[src/rtl/bram_pair_add_seq_if.sv]
// Bus bundle between the pair-add sequencer and its two BRAMs.
// master = sequencer side, slave = memories/controller side.
interface bram_pair_add_seq_if #(
  parameter int DATA_W = 8,
  parameter int ADDR_W = 6
);
  logic              start;
  logic              dir_up;
  logic [ADDR_W-1:0] in_addr;
  logic [DATA_W-1:0] in_dout;
  logic              out_we;
  logic [ADDR_W-1:0] out_addr;
  logic [DATA_W:0]   out_din;
  logic              busy;
  logic              done;
  logic [ADDR_W-1:0] carry_cnt;

  modport master (
    input  start, dir_up, in_dout,
    output in_addr, out_we, out_addr, out_din,
    output busy, done, carry_cnt
  );

  modport slave (
    output start, dir_up, in_dout,
    input  in_addr, out_we, out_addr, out_din,
    input  busy, done, carry_cnt
  );
endinterface

[src/rtl/bram_pair_add_seq.sv]
// Pair-add sequencer: reads word pairs from the input BRAM, writes sums.
// Define PAIR_ADD_SIGNED_EN for two's complement operands and overflow.
module bram_pair_add_seq #(
  parameter int DATA_W = 8,
  parameter int ADDR_W = 6,
  parameter int DEPTH  = 64,
  parameter int RD_LAT = 1
) (
  input logic                clk,
  input logic                reset,
  bram_pair_add_seq_if.master bus
);

  localparam logic [2:0] IDLE = 3'd0;
  localparam logic [2:0] RD_A = 3'd1;
  localparam logic [2:0] RD_B = 3'd2;
  localparam logic [2:0] WR   = 3'd3;
  localparam logic [2:0] DONE = 3'd4;

  localparam logic [ADDR_W-1:0] TOP  = ADDR_W'(DEPTH - 1);
  localparam logic [ADDR_W-1:0] LASTP = ADDR_W'(DEPTH / 2 - 1);
  localparam logic [ADDR_W-1:0] CMAX = '1;
  localparam logic [1:0]        LAT  = 2'(RD_LAT);

  logic [2:0]        state;
  logic [1:0]        lat_cnt;
  logic              up;
  logic [ADDR_W-1:0] addr;
  logic [ADDR_W-1:0] addr_a;
  logic [ADDR_W-1:0] pair_cnt;
  logic [DATA_W-1:0] a;
  logic              we;
  logic [ADDR_W-1:0] waddr;
  logic [DATA_W:0]   wdata;
  logic              busy;
  logic              done;
  logic [ADDR_W-1:0] carry;

  logic [DATA_W:0]   ext_a;
  logic [DATA_W:0]   ext_b;
  logic [DATA_W:0]   sum;
  logic              ovf;
  logic [ADDR_W-1:0] next_addr;
  logic [ADDR_W-1:0] lo_addr;
  logic              lat_end;

  always_comb begin
`ifdef PAIR_ADD_SIGNED_EN
    ext_a = {a[DATA_W-1], a};
    ext_b = {bus.in_dout[DATA_W-1], bus.in_dout};
    sum   = ext_a + ext_b;
    ovf   = sum[DATA_W] ^ sum[DATA_W-1];
`else
    ext_a = {1'b0, a};
    ext_b = {1'b0, bus.in_dout};
    sum   = ext_a + ext_b;
    ovf   = sum[DATA_W];
`endif
  end

  // addr always holds the word being read, so in RD_B it is B's address
  assign next_addr = up ? addr + 1'b1 : addr - 1'b1;
  assign lo_addr   = (addr_a < addr) ? addr_a : addr;
  assign lat_end   = (lat_cnt == LAT);

  always_ff @(posedge clk or posedge reset) begin
    if (reset) begin
      state    <= IDLE;
      lat_cnt  <= '0;
      up       <= 1'b1;
      addr     <= '0;
      addr_a   <= '0;
      pair_cnt <= '0;
      a        <= '0;
      we       <= 1'b0;
      waddr    <= '0;
      wdata    <= '0;
      busy     <= 1'b0;
      done     <= 1'b0;
      carry    <= '0;
    end else begin
      we   <= 1'b0;
      done <= 1'b0;
      unique case (state)
        IDLE: begin
          if (bus.start) begin
            up       <= bus.dir_up;
            carry    <= '0;
            addr     <= bus.dir_up ? '0 : TOP;
            lat_cnt  <= '0;
            pair_cnt <= '0;
            busy     <= 1'b1;
            state    <= RD_A;
          end
        end
        RD_A: begin
          if (lat_end) begin
            a       <= bus.in_dout;
            addr_a  <= addr;
            addr    <= next_addr;
            lat_cnt <= '0;
            state   <= RD_B;
          end else begin
            lat_cnt <= lat_cnt + 1'b1;
          end
        end
        RD_B: begin
          if (lat_end) begin
            we      <= 1'b1;
            wdata   <= sum;
            waddr   <= lo_addr >> 1;
            lat_cnt <= '0;
            if (ovf && carry != CMAX)
              carry <= carry + 1'b1;
            state   <= WR;
          end else begin
            lat_cnt <= lat_cnt + 1'b1;
          end
        end
        WR: begin
          // terminal pair: leave addr on the last word, no step past the end
          if (pair_cnt == LASTP) begin
            busy  <= 1'b0;
            done  <= 1'b1;
            state <= DONE;
          end else begin
            pair_cnt <= pair_cnt + 1'b1;
            addr     <= next_addr;
            state    <= RD_A;
          end
        end
        DONE: state <= IDLE;
        default: state <= IDLE;
      endcase
    end
  end

  assign bus.in_addr   = addr;
  assign bus.out_we    = we;
  assign bus.out_addr  = waddr;
  assign bus.out_din   = wdata;
  assign bus.busy      = busy;
  assign bus.done      = done;
  assign bus.carry_cnt = carry;

endmodule

[src/flat_wrapper.sv]
// flat-port wrapper written by rule: the top's interface ports become plain ports
module bram_pair_add_seq_flat 
#(
  parameter int DATA_W = 8,
  parameter int ADDR_W = 6,
  parameter int DEPTH  = 64,
  parameter int RD_LAT = 1
)
  (clk, reset, bus_start, bus_dir_up, bus_in_dout, bus_in_addr, bus_out_we, bus_out_addr, bus_out_din, bus_busy, bus_done, bus_carry_cnt);
  bram_pair_add_seq_if #(.DATA_W(DATA_W), .ADDR_W(ADDR_W)) bus_i ();
  input logic clk;
  input logic reset;
  input wire logic [$bits(bus_i.start)-1:0] bus_start;
  input wire logic [$bits(bus_i.dir_up)-1:0] bus_dir_up;
  input wire logic [$bits(bus_i.in_dout)-1:0] bus_in_dout;
  output wire logic [$bits(bus_i.in_addr)-1:0] bus_in_addr;
  output wire logic [$bits(bus_i.out_we)-1:0] bus_out_we;
  output wire logic [$bits(bus_i.out_addr)-1:0] bus_out_addr;
  output wire logic [$bits(bus_i.out_din)-1:0] bus_out_din;
  output wire logic [$bits(bus_i.busy)-1:0] bus_busy;
  output wire logic [$bits(bus_i.done)-1:0] bus_done;
  output wire logic [$bits(bus_i.carry_cnt)-1:0] bus_carry_cnt;
  assign bus_i.start = bus_start;
  assign bus_i.dir_up = bus_dir_up;
  assign bus_i.in_dout = bus_in_dout;
  assign bus_in_addr = bus_i.in_addr;
  assign bus_out_we = bus_i.out_we;
  assign bus_out_addr = bus_i.out_addr;
  assign bus_out_din = bus_i.out_din;
  assign bus_busy = bus_i.busy;
  assign bus_done = bus_i.done;
  assign bus_carry_cnt = bus_i.carry_cnt;
  bram_pair_add_seq #(.DATA_W(DATA_W), .ADDR_W(ADDR_W), .DEPTH(DEPTH), .RD_LAT(RD_LAT)) u_core (.clk(clk), .reset(reset), .bus(bus_i));
endmodule
[config.mk]
export PLATFORM = sky130hd
export DESIGN_NAME = bram_pair_add_seq_flat
export DESIGN_NICKNAME = d
export VERILOG_FILES = /design/src/rtl/bram_pair_add_seq_if.sv /design/src/rtl/bram_pair_add_seq.sv /design/src/flat_wrapper.sv
export SDC_FILE = /design/constraint.sdc
export NUM_CORES = 1
export LEC_CHECK = 0
export ABC_AREA = 1
export ABC_CLOCK_PERIOD_IN_PS = 2200
export BUFFER_PORTS_ARGS = -buffer_cell sky130_fd_sc_hd__buf_2
export CAP_MARGIN = 10
export CORE_MARGIN = 5
export CORE_UTILIZATION = 27
export DETAILED_ROUTE_END_ITERATION = 16
export SLEW_MARGIN = 20
export SYNTH_ARGS = -nofsm -noshare
export SYNTH_HDL_FRONTEND = slang
export SYNTH_SLANG_ARGS = --single-unit
[constraint.sdc]
create_clock -name clk -period 2.2 [get_ports clk]
set_input_delay 0.11 -clock clk [delete_from_list [all_inputs] [get_ports clk]]
set_output_delay 0.11 -clock clk [all_outputs]
set_load 0.005 [all_outputs]
# Word level (Yosys, flattened, before mapping)
# Cells that the tools add are included.
# word_totals
regBits	55
inputBits	12
out_inout_bits	30
wordCells	76
# op_classes
n_addsub	6
magnitude_cmp	1
n_eq_ne	12
n_mux	28
n_reduce_logical	16
# op_table
op	n
6-bit 2-to-1 mux	10
6-bit case mux with 2 select lines	2
6-bit by 1-bit adder with 6-bit output (second input constant)	3
6-bit case mux with 3 select lines	1
3-bit 2-to-1 mux	4
3-bit case mux with 4 select lines	1
8-bit by 8-bit adder with 9-bit output	1
3-bit AND reduction	3
2-bit by 1-bit inequality test with 1-bit output (second input constant)	4
2-bit AND reduction	4
4-bit AND reduction	2
3-bit by 2-bit equality test with 1-bit output (second input constant)	2
6-bit by 5-bit equality test with 1-bit output (second input constant)	1
6-bit < comparator	1
1-bit 2-to-1 mux	6
6-bit inequality test (second input constant)	1
2-bit nonzero test	3
6-bit by 1-bit subtractor with 6-bit output (second input constant)	1
2-bit 2-to-1 mux	2
2-bit inequality test (second input constant)	2
2-bit case mux with 2 select lines	1
3-bit by 1-bit equality test with 1-bit output (second input constant)	1
3-bit zero test	1
3-bit nonzero test	1
other kinds (5)	5

# Longest topological paths before layout
# depth
word_depth	5
ltp_mapped	11
mapped_depth_nobuf	11

# Least setup slack after synthesis
# Ideal clock, no wire load.
# synth_timing
path_kind	register to register
start	reg u_core.up
end	reg u_core.addr[5], in the netlist u_core.bus.in_addr[5]
setup_time_ns	0.077
t_arrival_ns	1.577
required_ns	2.123
setup_slack_ns	0.546
stages_incl_launch_ff	9
n_path_buf	0
period_less_slack_ns	1.654
path_cell_list	dfstp_2 inv_1 ha_1 or2_2 nand3_1 nand2_1 nand2_1 nand3_1 a21oi_1
# synth_via
elab_chain_cells	3
word_cells_on_any_way	4
classes_between	mux (4)
# synth_rtl
item	line	source
start: declaration	bram_pair_add_seq.sv:27	logic up;
start signal: assignment	bram_pair_add_seq.sv:87	up <= bus.dir_up;
6-bit 2-to-1 mux *	bram_pair_add_seq.sv:62	assign next_addr = up ? addr + 1'b1 : addr - 1'b1;
6-bit 2-to-1 mux, on equally long branches	bram_pair_add_seq.sv:122, bram_pair_add_seq.sv:97	
6-bit case mux with 3 select lines *	bram_pair_add_seq.sv:84	unique case (state)
end signal: assignment	bram_pair_add_seq.sv:89	addr <= bus.dir_up ? '0 : TOP;
end signal: assignment	bram_pair_add_seq.sv:100	addr <= next_addr;
end signal: assignment	bram_pair_add_seq.sv:128	addr <= next_addr;
end: declaration	bram_pair_add_seq.sv:28	logic [ADDR_W-1:0] addr;
# Every way passes the cells marked *; elsewhere a longest branch is shown, timed or not. The select of a mux whose other input is x is not followed.
# A chain may end at the register's enable or synchronous reset.

# Final worst setup path
# layout_timing
start	reg u_core.a[0]
end	reg u_core.carry[4], in the netlist u_core.bus.carry_cnt[4]
# layout_via
elab_chain_cells	4
# layout_rtl
item	line	source
start: declaration	bram_pair_add_seq.sv:31	logic [DATA_W-1:0] a;
start signal: assignment	bram_pair_add_seq.sv:98	a <= bus.in_dout;
8-bit by 8-bit adder with 9-bit output	bram_pair_add_seq.sv:56	sum = ext_a + ext_b;
1-bit logical AND	bram_pair_add_seq.sv:113	if (ovf && carry != CMAX)
2-bit by 1-bit inequality test with 1-bit output (no source line)	--	
4-bit AND reduction (no source line)	--	
end signal: assignment	bram_pair_add_seq.sv:114	carry <= carry + 1'b1;
end: declaration	bram_pair_add_seq.sv:37	logic [ADDR_W-1:0] carry;
# Every way passes these cells.

==> results.md <==
- Routed WL per cell: about 12 um
- Yosys reg bits: between 50 and 60
- Max Cap Viol: 0
- DR vias/cell: between 4 and 5
- Synth Area per Inst: about 8 um^2
- Post-route setup TNS: 0 ns
- Max VDD drop: 0.451 mV
- Worst Reg-to-Reg Cells: 10
- Fin crit share: 85.8%
- Final setup fails: 0
- Comb pwr share: about half
- Worst Path Max Fanout: 7
- Worst r2r dst: u_core.bus.carry_cnt[4]
- First-pass GRT wire length: 12.0 mm
- Unique masters post-synth: 34
- Clk root buf: clkbuf_16
- Dpl ws: ~0.35 ns
- Clk Latency, worst-skew pair: just under 0.3 ns
- Hold violation count in the final report: 0
- Final Total Pwr: 0.00527 W
- Mapped cell area: ~0.0032 mm^2
- Max H-tree Level: 2
- Setup Fix Bufs, Post-CTS: 0
- Skew final: 0.00730 ns
- R2R Path Start: u_core.a[0]
- Layout Area Growth over Synthesis: 16.6%
- Clock-pin slew on the worst setup and hold paths: approximately 0.070 ns
- Crit path kind: flip-flop to flip-flop
- Total grt overflow: 0
- Cell-internal power: approximately 0.0030 W
- DR iter-0 viols: 121
- Drt drc: 0
- CTS Buf Count: 5
- CTS tree: yes
- Most frequent CP cell: nand2_1
- Fmax: approximately 530 MHz
- Antenna Cells: 0
- Slew @ Worst Pin: 0.692 ns
- Port bufs: 40
- Crit path max-delay cell type: fa_1
- Initial antenna violation count: 0
- Die Footprint: between 0.01 and 0.015 mm^2
- R2R setup slack: 0.31 ns
- Synth warn: 0
- WL final: about 6.7 mm
- Die outline height: 118 um
- Worst setup slack after layout: 0.311 ns
- Final Max Tran Viols: 0
- Site row count: 39
- Synthesized instance count: between 300 and 400
- Most frequent cells in the layout: nand2_1, dfrtp_1, inv_1
- Max stage delay on crit path: 0.40 ns
- Final ANT Viol Nets: 0
- Vias: around 2600
- Clk sink count: 55
- Maximum clock path buffer count: 2
- Post-CTS Hold Fix Bufs: 0
- Largest net degree at the start of global routing: between 50 and 60
- Initial Utilization: ~28%
- Switching Fraction: a little over two fifths
- Period minus WS final: 1.89 ns
- Drt first pass iters: 5
- Global Route Usage Sum: approximately a tenth
- CP arrival: ~2.1 ns
- CP startpoint kind: flip-flop
- Fin util: 32.3%
- Unrepaired setup endpoints after global routing: no
- Layout cell share with drive strength beyond 1: 18.4%
- Worst-path cell chain: ha_1 > inv_1 > fa_1 > o21ai_1 > nand2_1 > nand2_1 > nand2_4 > nand2_2 > nand2_1 > nand2_1
- Worst min-delay path class: primary input to async pin
- Status: finished, final reports clean
- Core area: 0.0114 mm^2
- Most common cell after layout, fill and taps aside: nand2_1
- Req. time, crit path: approximately 2.4 ns
- Flop pwr share: around a third
- Final-stage net count: between 400 and 500
- Seq/Total Area, Yosys: between 40% and 50%
- Setup crit end kind: flip-flop
- Power share of the clock group: between 10% and 20%
- Gpl congestion: 0.815
- # IOs: 42
- PostCTS Resize Cnt: 0
- Sw power: roughly 0.0023 W
- Pleak: a little under 2 nW
- Die W: 118 um
- PwrDens: about 1400 mW/mm^2
- Post-Syn Nets: ~430
- Post-DP HPWL: between 5 and 6 mm
- Via count of the first global-routing pass: ~2600
- Slew headroom: between 50% and 60%
worst max path at each step:
stage / startpoint / endpoint / slack, ns / cells past startpoint
floorplan: u_core.up / u_core.bus.in_addr[5] / 0.55 / 8
global placement: u_core.a[0] / u_core.bus.carry_cnt[2] / 0.42 / 10
detailed placement: u_core.a[0] / u_core.bus.carry_cnt[4] / 0.35 / 10
CTS: u_core.a[0] / u_core.bus.carry_cnt[4] / 0.33 / 10
global route: u_core.a[0] / u_core.bus.carry_cnt[4] / 0.15 / 10
finish: u_core.a[0] / u_core.bus.carry_cnt[4] / 0.31 / 10
Yosys cell counts:
cell | count | area [um^2]
a21o_1 | 3 | 22.5
a21oi_1 | 18 | 90.1
a31o_2 | 1 | 8.76
a31oi_1 | 1 | 6.26
buf_2 | 1 | 5.00
buf_4 | 3 | 22.5
clkbuf_1 | 1 | 3.75
conb_1 | 1 | 3.75
dfrtp_1 | 54 | 1350
dfstp_2 | 1 | 26.3
fa_1 | 2 | 40.0
ha_1 | 19 | 238
inv_1 | 43 | 161
inv_2 | 4 | 15.0
mux2_2 | 7 | 78.8
nand2_1 | 111 | 417
nand2_2 | 5 | 31.3
nand2_4 | 2 | 22.5
nand3_1 | 39 | 195
nand3b_1 | 3 | 22.5
nand4_1 | 1 | 6.26
nor2_1 | 33 | 124
nor2_2 | 3 | 18.8
nor2_4 | 3 | 33.8
nor3_1 | 1 | 5.00
nor3_4 | 1 | 16.3
o21a_1 | 1 | 7.51
o21ai_0 | 19 | 95.1
o21ai_1 | 4 | 20.0
o22ai_1 | 1 | 6.26
o31ai_1 | 1 | 7.51
or2_2 | 2 | 12.5
xnor2_1 | 3 | 26.3
xor2_1 | 2 | 17.5
flip-flops by register name (all words and copies together), names as in the netlist, 2 cells and up:
register / count
u_core.bus.carry_cnt: 6
u_core.a: 8
u_core.bus.out_din: 9
u_core.pair_cnt: 6
u_core.bus.out_addr: 5
u_core.bus.in_addr: 6
u_core.lat_cnt: 2
u_core.addr_a: 6
u_core.state: 3
metal layers:
layer,wire [um],GRT usage (%),part of all wire [%]
met1,3220,13.3,48
met2,3140,16.6,47
met3,314,2.67,4.7
met4,32,1.72,0.48
met5,0,0,0
critical path: cells and delay by family, from the launching register on:
kind            cells  cell delay [ns]
fa+ha+maj           2             0.56
simple gates        6             0.56
flops               1             0.34
compound gates      1             0.31
buf+inv             1             0.05
power by group through the flow:
stage / combinational [W] / sequential, W / clock [W]
floorplan: 0.00206 / 0.00170 / 0
global placement: 0.00270 / 0.00173 / 0
detailed placement: 0.00276 / 0.00174 / 0
CTS: 0.00277 / 0.00173 / 0.000856
global route: 0.00323 / 0.00179 / 0.000899
finish: 0.00272 / 0.00172 / 0.000822
kinds of logic (layout without fill, tap and decap cells):
family          Yosys count  count (layout)  synth area share [%]
xor+xnor                  5               5                  1.39
compound gates           49              49                  8.36
buf+inv                  52              98                  6.58
flops                    55              55                  43.6
other cells               1               1                 0.119
mux                       7               7                  2.50
simple gates            204             204                  28.6
fa+ha+maj                21              21                  8.80
metrics by stage:
step	std cells	area (um^2)	hold slack [ns]
after floorplan	394	3160	0.226
after global placement	575	3530	0.347
after detailed placement	575	3530	0.361
after CTS	583	3680	0.0373
after global routing	583	3680	0.0625
final	583	3680	0.00593
final cells by class:
class,count,area (um^2)
Inverter,47,176
Clock buffer,6,139
Fill cell,1202,7730
Tap cell,143,179
Sequential cell,55,1380
Clock inverter,2,16.3
Multi-Input combinational cell,287,1570
Timing Repair Buffer,43,223
Power figures use the tool's default switching activity.
